$ cat config.mk
export PLATFORM = sky130hd
export DESIGN_NAME = afifo_rd_drain
export DESIGN_NICKNAME = d
export VERILOG_FILES = /design/src/rtl/afifo_rd_drain.sv
export SDC_FILE = /design/constraint.sdc
export NUM_CORES = 1
export LEC_CHECK = 0
export ABC_AREA = 1
export CORE_ASPECT_RATIO = 1.5
export CORE_MARGIN = 5
export CORE_UTILIZATION = 45
export DETAILED_ROUTE_END_ITERATION = 16
export DONT_BUFFER_PORTS = 1
export PLACE_DENSITY = 0.57
export SLEW_MARGIN = 25
export SYNTH_ARGS = -nofsm -noshare
export SYNTH_HDL_FRONTEND = slang
export SYNTH_SLANG_ARGS = --single-unit
$ cat constraint.sdc
create_clock -name rclk -period 3.43 [get_ports rclk]
set_input_delay 0.8575 -clock rclk [delete_from_list [all_inputs] [get_ports rclk]]
set_output_delay 0.8575 -clock rclk [all_outputs]
set_load 0.02 [all_outputs]
$ cat src/rtl/afifo_rd_drain.sv
// Read-domain drain engine for the async FIFO: pops via rinc/rempty into a 2-entry skid buffer feeding a valid/ready stream.
// Define AFIFO_DRAIN_CHECK_EN to build the incrementing-pattern data checker that drives err.
module afifo_rd_drain #(
  parameter int DATA_WIDTH = 8,
  parameter int LEN_WIDTH  = 16
) (
  input  logic                  rclk,
  input  logic                  rrst,
  input  logic                  start,
  input  logic                  stop,
  input  logic [LEN_WIDTH-1:0]  burst_len,
  input  logic                  rempty,
  input  logic [DATA_WIDTH-1:0] rdata,
  output logic                  rinc,
  output logic                  m_valid,
  input  logic                  m_ready,
  output logic [DATA_WIDTH-1:0] m_data,
  output logic                  busy,
  output logic                  done,
  output logic [LEN_WIDTH-1:0]  pop_count,
  output logic                  err
);

  typedef enum logic [1:0] {IDLE, RUN, FLUSH} state_t;

  state_t                            state, state_nxt;
  logic                              done_nxt;
  logic [LEN_WIDTH-1:0]              remaining;
  logic                              cont;
  logic                              inflight;
  logic [1:0]                        buf_cnt;
  logic [1:0][DATA_WIDTH-1:0]        buf_mem;
  logic                              wr_ptr, rd_ptr;
  logic                              push, pull, credit_ok, len_ok, last_pop, flush_empty, go;

  // Credit counts the word already in flight so a capture never lands in a full buffer.
  assign credit_ok   = (buf_cnt + {1'b0, inflight}) < 2'd2;
  assign len_ok      = cont || (remaining != '0);
  assign rinc        = (state == RUN) && !rempty && credit_ok && len_ok && !rrst;
  assign push        = inflight;
  assign pull        = m_valid && m_ready;
  assign last_pop    = rinc && !cont && (remaining == LEN_WIDTH'(1));
  assign flush_empty = !inflight && (buf_cnt == 2'd0);
  assign go          = (state == IDLE) && start;

  assign m_valid = (buf_cnt != 2'd0);
  assign m_data  = buf_mem[rd_ptr];
  assign busy    = (state != IDLE);

  always_comb begin
    state_nxt = state;
    done_nxt  = 1'b0;
    case (state)
      IDLE:  if (start) state_nxt = RUN;
      RUN:   if (stop || last_pop) state_nxt = FLUSH;
      FLUSH: if (flush_empty) begin
               state_nxt = IDLE;
               done_nxt  = 1'b1;
             end
      default: state_nxt = IDLE;
    endcase
  end

  always_ff @(posedge rclk) begin
    if (rrst) begin
      state     <= IDLE;
      done      <= 1'b0;
      inflight  <= 1'b0;
      buf_cnt   <= 2'd0;
      wr_ptr    <= 1'b0;
      rd_ptr    <= 1'b0;
      remaining <= '0;
      cont      <= 1'b0;
      pop_count <= '0;
    end else begin
      state    <= state_nxt;
      done     <= done_nxt;
      inflight <= rinc;
      if (go) begin
        remaining <= burst_len;
        cont      <= (burst_len == '0);
        pop_count <= '0;
      end else if (rinc) begin
        pop_count <= pop_count + LEN_WIDTH'(1);
        if (!cont) remaining <= remaining - LEN_WIDTH'(1);
      end
      if (push) wr_ptr <= ~wr_ptr;
      if (pull) rd_ptr <= ~rd_ptr;
      case ({push, pull})
        2'b10:   buf_cnt <= buf_cnt + 2'd1;
        2'b01:   buf_cnt <= buf_cnt - 2'd1;
        default: buf_cnt <= buf_cnt;
      endcase
    end
  end

  // Data storage needs no reset; buf_cnt qualifies it.
  always_ff @(posedge rclk) begin
    if (push) buf_mem[wr_ptr] <= rdata;
  end

`ifdef AFIFO_DRAIN_CHECK_EN
  logic [DATA_WIDTH-1:0] exp_data;
  logic                  exp_vld;
  logic                  err_q;

  // Expectation always follows the received word, so one bad word flags once and resyncs.
  always_ff @(posedge rclk) begin
    if (rrst) begin
      exp_vld  <= 1'b0;
      exp_data <= '0;
      err_q    <= 1'b0;
    end else if (go) begin
      exp_vld <= 1'b0;
      err_q   <= 1'b0;
    end else if (push) begin
      exp_vld  <= 1'b1;
      exp_data <= rdata + DATA_WIDTH'(1);
      if (exp_vld && (rdata != exp_data)) err_q <= 1'b1;
    end
  end

  assign err = err_q;
`else
  assign err = 1'b0;
`endif

endmodule
# Word-level counts from Yosys, hierarchy flattened
# Cells that the tools add are included.
[op_classes] n_reduce_logical=28 eq_ne=9 addsub=5 n_shift=0 div_mod_pow=0 magnitude_cmp=4 muxes=14 bitwise=3 multipliers=0
[op_table] cell="$mux W16" count=3
[op_table] cell="$mux W8" count=3
[op_table] cell="$add A16 B1 Y16 const B" count=1
[op_table] cell="$bwmux W16" count=1
[op_table] cell="$eq A16 B1 Y1 const B" count=1
[op_table] cell="$logic_not A16 Y1" count=1
[op_table] cell="$reduce_bool A16 Y1" count=1
[op_table] cell="$sub A16 B1 Y16 const B" count=1
[op_table] cell="$logic_and A1 B1 Y1" count=10
[op_table] cell="$demux W8 S1" count=1
[op_table] cell="$reduce_bool A2 Y1" count=4
[op_table] cell="$mux W2" count=3
[op_table] cell="$pmux W2 S3" count=1
[op_table] cell="$eq A2 B1 Y1 const B" count=2
[op_table] cell="$eq A2 B2 Y1 const B" count=2
[op_table] cell="$logic_not A1 Y1" count=4
[op_table] cell="$logic_not A2 Y1" count=2
[op_table] cell="$lt A1 B2 Y1 const B" count=2
[op_table] cell="$ne A2 B1 Y1 const B" count=2
[op_table] cell="$ne A2 B2 Y1 const B" count=2
[op_table] cell="$pmux W2 S2" count=1
[op_table] cell="$reduce_or A2 Y1" count=2
[op_table] cell="$not A1 Y1" count=3
[op_table] cell="$reduce_and A3 Y1" count=1
[op_table] cell="8 further kinds" count=9
[word_totals] latch_bits=0 elab_cells=74 ramBits=0 rom_bits=0 in_bits=30 regBits=57 n_memories=0

# Longest topological paths before layout
# Gate-level depths: netlist of run 1.
[logic_depth] depth_word=10 depth_mapped=15 mapped_depth_nobuf=14

# Least setup slack after synthesis of run 1
# OpenSTA, ideal clock, no wires.
[synth_path] path_kind="input to output" start="input port rempty" end="output port rinc" arrival_ns=1.567 path_stages=6 t_required_ns=2.572 slack_ns=1.006 path_cell_list="nor2_1 > nand2_1 > nor2_2 > nand2_4 > inv_2 > buf_2"
[synth_via] elab_chain_cells=5
[synth_rtl] item="start: declaration" line_no="12" rtl="input logic rempty,"
[synth_rtl] item="$logic_not A1 Y1" line_no="39" rtl="assign rinc = (state == RUN) && !rempty && credit_ok && len_ok && !rrst;"
[synth_rtl] item="$logic_and A1 B1 Y1 (4 in a row)" line_no="39"
[synth_rtl] item="end: declaration" line_no="14" rtl="output logic rinc,"
# Every way passes these cells.

# Final worst setup path of run 1
[layout_path] start="register remaining[0]" end="output port rinc"
[layout_via] elab_chain_cells=4
[layout_rtl] item="start: declaration" line_no="28" rtl="logic [LEN_WIDTH-1:0] remaining;"
[layout_rtl] item="start signal: assignment" line_no="80" rtl="remaining <= burst_len;"
[layout_rtl] item="start signal: assignment" line_no="85" rtl="if (!cont) remaining <= remaining - LEN_WIDTH'(1);"
[layout_rtl] item="$reduce_bool A16 Y1" line_no="38" rtl="assign len_ok = cont || (remaining != '0);"
[layout_rtl] item="$logic_or A1 B1 Y1" line_no="38"
[layout_rtl] item="$logic_and A1 B1 Y1 (2 in a row)" line_no="39"
# Every way passes these cells.

==> results of run 1 <==
==> state kept, by name (all words and copies together), names as in the netlist <==
name,count
state,2
rd_ptr,1
pop_count,16
done,1
buf_mem,16
buf_cnt,2
remaining,16
cont,1
wr_ptr,1
inflight,1
==> critical path, cell delays in order, from the launching register on <==
cell     delay (ns)
dfxtp_1        0.35
inv_1          0.10
ha_1           0.21
inv_1          0.05
nor2_1         0.03
nand2_1        0.06
nor2_1         0.04
nand2_1        0.11
nand2_4        0.16
inv_2          0.28
==> cells in the final DEF (no fill, tap or decap), types with 12 or more instances in the layout <==
master	Yosys	layout
edfxtp_1	16	16
nand3_1	27	27
inv_1	59	59
xor2_1	12	12
o21ai_0	14	14
nor2_1	43	43
dfxtp_1	41	41
nor3_1	13	13
a21oi_1	32	32
nand2_1	124	124
==> cell families (layout without fill, tap and decap cells) <==
group / count (synthesis) / in the layout / share of synthesized area
AOI/OAI and AO/OA: 53 / 53 / 0.0905
xor gates and xnor gates: 16 / 16 / 0.0455
adders and majority gates: 5 / 5 / 0.0203
buffers and inverters: 73 / 80 / 0.0970
DFF: 57 / 57 / 0.422
muxes: 1 / 1 / 0.00365
other: 1 / 1 / 0.00122
and+or+nand+nor: 226 / 226 / 0.320
==> per-layer routing <==
metal / up-vias / wire length, um / track usage
met2: 66 / 3500 / 0.294
li1: 1379 / - / -
met5: - / 0 / 0
met4: 0 / 163 / 0.0791
met1: 1191 / 3020 / 0.209
met3: 16 / 481 / 0.0574
==> path summary, 6_finish.rpt <==
path,cells past startpoint,slack (ns),to
worst max-delay path,9,0.82,rinc
worst max register to register,12,1.47,pop_count[5]$_SDFFE_PP0P_
worst min-delay path,2,0.48,remaining[0]$_SDFFE_PP0P_
worst min register to register,2,0.48,remaining[0]$_SDFFE_PP0P_
==> Yosys cell counts <==
cell	instances
nand2_1	124
inv_1	59
nor2_1	43
dfxtp_1	41
a21oi_1	32
nand3_1	27
edfxtp_1	16
o21ai_0	14
nor3_1	13
xor2_1	12
a22oi_1	5
buf_2	5
ha_1	5
nor4_1	4
xnor2_1	4
inv_2	3
nand4_1	3
nor2_2	3
buf_6	2
clkbuf_1	2
nor2_8	2
or2_2	2
buf_4	1
clkinv_1	1
conb_1	1
mux2_2	1
nand2_4	1
nand3b_1	1
nor2_4	1
o21ai_1	1
o22ai_1	1
or2_0	1
or2_1	1
==> cell type report <==
class	instances	area, um2	share of cell area
clock buffer	9	124	0.0370
timing repair buffer	1	7.51	0.00224
multi-input combinational	302	1480	0.442
inverter	63	236	0.0706
clock inverter	7	103	0.0306
sequential	57	1300	0.388
tap	78	97.6	0.0291
==> through the flow <==
stage	instances	setup WS, ns
after floorplan	432	1.01
after global placement	501	0.948
after detailed placement	501	0.926
after CTS	517	0.798
after global routing	517	0.547
final	517	0.824
==> report_power, final <==
part	switching, W	internal (W)	leakage [nW]
combinational	0.000177	0.0000882	0.820
sequential	0.0000303	0.000718	0.478
clock	0.000295	0.000414	0.110
total	0.000501	0.00122	1.41
==> results.yml, run 1 <==
run_status:
  outcome: "complete, no violations"
worst_hold_path:
  hold_start: "remaining[0]$_SDFFE_PP0P_"
  hold_class: "reg2reg"
synth:
  ys_top_cells_by_area: "dfxtp_1 27%, edfxtp_1 16%, nand2_1 15%"
  syn_nets: 467
  ys_types: 33
  yosys.area.top_type: "dfxtp_1"
  postSynthAreaPerCell_um2: 7.13
  synth_seq_cells: 57
  synth_area_um2: 3080
  synth_top_cell_area_share: 0.266
  yosysWarnings: 0
  synth-seq-area-share: 0.422
  syn_inst: 432
floorplanning:
  fp.coreArea_um2: 6760
  rows: 37
  die_y_um: 111
  fp.dieW_um: 77.6
  io_pins: 59
  fp.dieArea_um2: 8640
  initial_core_util: 0.456
clocking:
  clk_path_buf_depth: 2
  cts_tree: "yes"
  post_cts_buffers: 0
  clkSlewWorstSetupHoldPaths_ns: 0.07
  clk_latency_ns: 0.34
  cts_buffers: 9
  cts_resized: 0
  cts.htree.levels: 3
  hold_buffers: 0
  clkSinkCount: 57
  cts-root-buf: "clkbuf_8"
sta:
  hold_violations: 0
  worstMarginPinSlew_ns: 0.683
  tns_ns: 0
  max_freq_mhz: 384
  finalMaxSlewViolations: 0
  setup_viol: 0
  hold-worst-slack_ns: 0.485
  finalCritPeriodShare: 0.760
  slew_headroom: 0.543
  rsz0062_at_grt: "no"
  fin_skew_ns: 0.00954
  fin_crit_ns: 2.61
pwr:
  p_leak_nw: 1.41
  p_per_area_nw_per_um2: 514
  ir_drop_v: 0.000192
  total_power_w: 0.00172
grt:
  grt-ovfl-total: 0
  grt_pass1_vias: 2700
  grt_max_degree: 18
  grt_usage: 0.178
  grt_pass1_wl_um: 12500
  antenna_found_initial: 0
setup_path:
  cp-start-kind: "flop"
  endpoint_kind: "output pin"
  critical_path_class: "reg2out"
  crit_required_ns: 2.57
  cp.arrival_ns: 1.75
  cp-startpoint: "remaining[0]$_SDFFE_PP0P_"
  r2r_start: "remaining[0]$_SDFFE_PP0P_"
  worst-path-max-fanout: 17
drt:
  viasPerCell: 5.13
  drt_pre_antenna_iters: 4
  avgRoutedWirePerCell_um: 13.9
  antenna_left: 0
  drt-initial-drc-count: 132
  drc: 0
  routed_wl_um: 7170
  routed-via-count: 2652
finish:
  final_core_util: 0.496
  final_area_um2: 3350
  area_growth_pct: 8.73
  drive_gt1_frac: 0.0683
  diodes: 0
  nets: 469
  n_fill_cell: 688
job:
  cap_violations: 0
place:
  dpl.hpwl_um: 5320
  placed_cell_area_um2: 3120
  gp_congestion: 0.918
  io_buffers: 0
Power figures use the tool's default switching activity.
==> run 2, diff against run 1 <==
--- a/config.mk
+++ b/config.mk
@@ -5,13 +5,13 @@
 export SDC_FILE = /design/constraint.sdc
 export NUM_CORES = 1
 export LEC_CHECK = 0
-export ABC_AREA = 1
+export ABC_AREA = 0
 export CORE_ASPECT_RATIO = 1.5
 export CORE_MARGIN = 5
 export CORE_UTILIZATION = 45
 export DETAILED_ROUTE_END_ITERATION = 16
 export DONT_BUFFER_PORTS = 1
-export PLACE_DENSITY = 0.57
+export PLACE_DENSITY = 0.59
 export SLEW_MARGIN = 25
 export SYNTH_ARGS = -nofsm -noshare
 export SYNTH_HDL_FRONTEND = slang
==> constraint.sdc (replaced) <==
create_clock -name rclk -period 2.1 [get_ports rclk]
set_input_delay 0.525 -clock rclk [delete_from_list [all_inputs] [get_ports rclk]]
set_output_delay 0.525 -clock rclk [all_outputs]
set_load 0.02 [all_outputs]
==> results.yml, run 2 <==
setup_path:
  cp-startpoint: "remaining[8]$_SDFFE_PP0P_"
  path_delay_family: "simple AND/OR/NAND/NOR gates"
  cp.arrival_ns: 1.87
  critical_path_buf_inv_count: 1
  endpoint_kind: "output pin"
  path_cells: "or3_4, or4_4, o21ai_4, inv_6"
  r2r_start: "remaining[8]$_SDFFE_PP0P_"
  cp_slowest_cell: "or4_4"
  crit_required_ns: 1.57
  cp-start-kind: "flop"
  worst-path-max-fanout: 8
  slowest_delay_ns: 0.54
  critical_path_class: "reg2out"
synth:
  synth_edf_count: 16
  postSynthAreaPerCell_um2: 9.19
  synthFlopType: "dfxtp_1"
  ys_async_sr_fraction: 0
  synth_area_um2: 2900
  synth_seq_cells: 57
  synth_common_cells: "41 x dfxtp_1, 21 x a21oi_1, 20 x nand2_1, 18 x or3_1, 17 x nor2_1"
  synth_most_common_cell: "dfxtp_1"
  ys_types: 56
  syn_inst: 316
  ys_top_cells_by_area: "dfxtp_1 28%, edfxtp_1 17%, or3_1 3.9%"
  syn_nets: 351
  yosysWarnings: 0
  synth-seq-area-share: 0.448
  synth_top_cell_area_share: 0.283
  yosys.area.top_type: "dfxtp_1"
sta:
  max_freq_mhz: 417
  rsz0062_at_grt: "yes"
  finalMaxSlewViolations: 0
  hold_violations: 0
  fin_crit_ns: 2.40
  fin_skew_ns: 0.0118
  finalCritPeriodShare: 1.14
  setup_ws_ns: -0.296
  setup_viol: 18
finish:
  diodes: 0
  final_core_util: 0.574
  reg.largest.list: "buf_mem: 16 flops, pop_count: 16 flops, remaining: 16 flops"
  drive_gt1_frac: 0.255
  nets: 387
  mostFrequentLayoutCells: "40 x dfxtp_1, 35 x buf_4, 20 x nand2_1"
  n_fill_cell: 592
  area_growth_pct: 26.5
  final_common_cell: "dfxtp_1"
  final_cells: 433
floorplanning:
  fp.coreArea_um2: 6400
  initial_core_util: 0.454
  die_y_um: 108
  io_pins: 59
  fp.dieW_um: 75.6
  rows: 36
  fp.dieArea_um2: 8190
grt:
  antenna_found_initial: 0
  top_usage_layer: "met2"
  grt_usage: 0.197
  met2_usage: 0.326
  grt_pass1_vias: 2610
  grt-ovfl-total: 0
  grt_max_degree: 23
  grt_use_met3: 0.0484
  grt_pass1_wl_um: 12200
  grtUsageMet1: 0.215
drt:
  drt_pre_antenna_iters: 4
  avgRoutedWirePerCell_um: 18.9
  drc: 0
  viasPerCell: 6.08
  antenna_left: 0
  routed-via-count: 2634
  drt-initial-drc-count: 102
  routed_wl_um: 8180
pwr:
  ir_drop_v: 0.000563
  p_per_area_nw_per_um2: 812
  p_leak_nw: 1.33
job:
  cap_violations: 0
place:
  io_buffers: 0
  gp_congestion: 0.880
  numPlacedInstances: 408
  dpl.hpwl_um: 5420
  place_ws_ns: -0.0615
clocking:
  cts_tree: "yes"
  clk_path_buf_depth: 2
  clk_latency_ns: 0.34
  clkSinkCount: 57
  clkSlewWorstSetupHoldPaths_ns: 0.08
  cts_buffers: 9
  cts.htree.levels: 3
  hold_buffers: 0
  cts-root-buf: "clkbuf_8"
worst_hold_path:
  hold_start: "rrst"
  hold_class: "in2reg"
run_status:
  outcome: "complete, but fails checks"
  violations: "setup timing"
run 2: worst reg2reg max path: stages (launching register included):
cell	delay, ns
dfxtp_1	0.31
or3_4	0.38
or4_4	0.54
o21ai_4	0.20
buf_6	0.18
buf_12	0.14
clkbuf_16	0.13
o21ai_1	0.07
a21oi_1	0.16
run 2: report_power, final:
part / switching (W) / leakage, nW / total [W] / internal, W
clock network: 0.000476 / 0.117 / 0.00126 / 0.000788
logic: 0.000274 / 0.735 / 0.000504 / 0.000230
registers: 0.0000421 / 0.479 / 0.00122 / 0.00117
total: 0.000792 / 1.33 / 0.00298 / 0.00219
run 2: metal layers:
metal  vias up  share of wire
li1       1270              -
met1      1255           0.38
met2        74           0.51
met3        35          0.065
met4         0          0.047
met5         -              0
run 2: worst paths after layout:
path / end / slack, ns / depth (start not counted)
max reg2reg: pop_count[9]$_SDFFE_PP0P_ / -0.08 / 8
min: remaining[7]$_SDFFE_PP0P_ / 0.24 / 1
max: rinc / -0.30 / 4
min reg2reg: remaining[7]$_SDFFE_PP0P_ / 0.51 / 2
run 2: what timing repair did:
item,in CTS,in global routing
hold endpoints to repair,0,0
buffers inserted,1,2
endpoints found under the setup margin,5,32
pin swaps,2,11
gates cloned,2,4
gates resized for setup,1,22
run 2: cell families (layout without fill, tap and decap cells):
kind of cell / Yosys count / after routing / synth area share
buf+inv: 29 / 70 / 0.0478
simple gates: 128 / 128 / 0.251
fa+ha+maj: 5 / 5 / 0.0215
compound gates: 82 / 82 / 0.181
mux: 9 / 9 / 0.0345
other cells: 1 / 1 / 0.00129
flops: 57 / 57 / 0.448
xor+xnor: 5 / 5 / 0.0151
run 2: per-stage QoR:
| step | power, W | instance area (um2) | hold slack, ns | setup TNS, ns |
|---|---|---|---|---|
| after floorplan | 0.00153 | 2920 | 0.473 | -0.115 |
| after global placement | 0.00168 | 3190 | 0.505 | 0 |
| after detailed placement | 0.00169 | 3190 | 0.500 | -0.0722 |
| after CTS | 0.00296 | 3490 | 0.227 | -2.51 |
| after global routing | 0.00310 | 3670 | 0.230 | -2.64 |
| final | 0.00298 | 3670 | 0.236 | -0.900 |
run 2: layout make-up:
class                   instances  area, um2  share of cell area
multi-input cells             230       1540               0.418
flip-flops and latches         57       1300               0.355
repair buffers                 45        454               0.124
clock buffers                   9        124              0.0337
clock inverters                 7        119              0.0324
well taps                      76       95.1              0.0259
inverters                       8       35.0             0.00954
repair inverters                1       6.26             0.00170
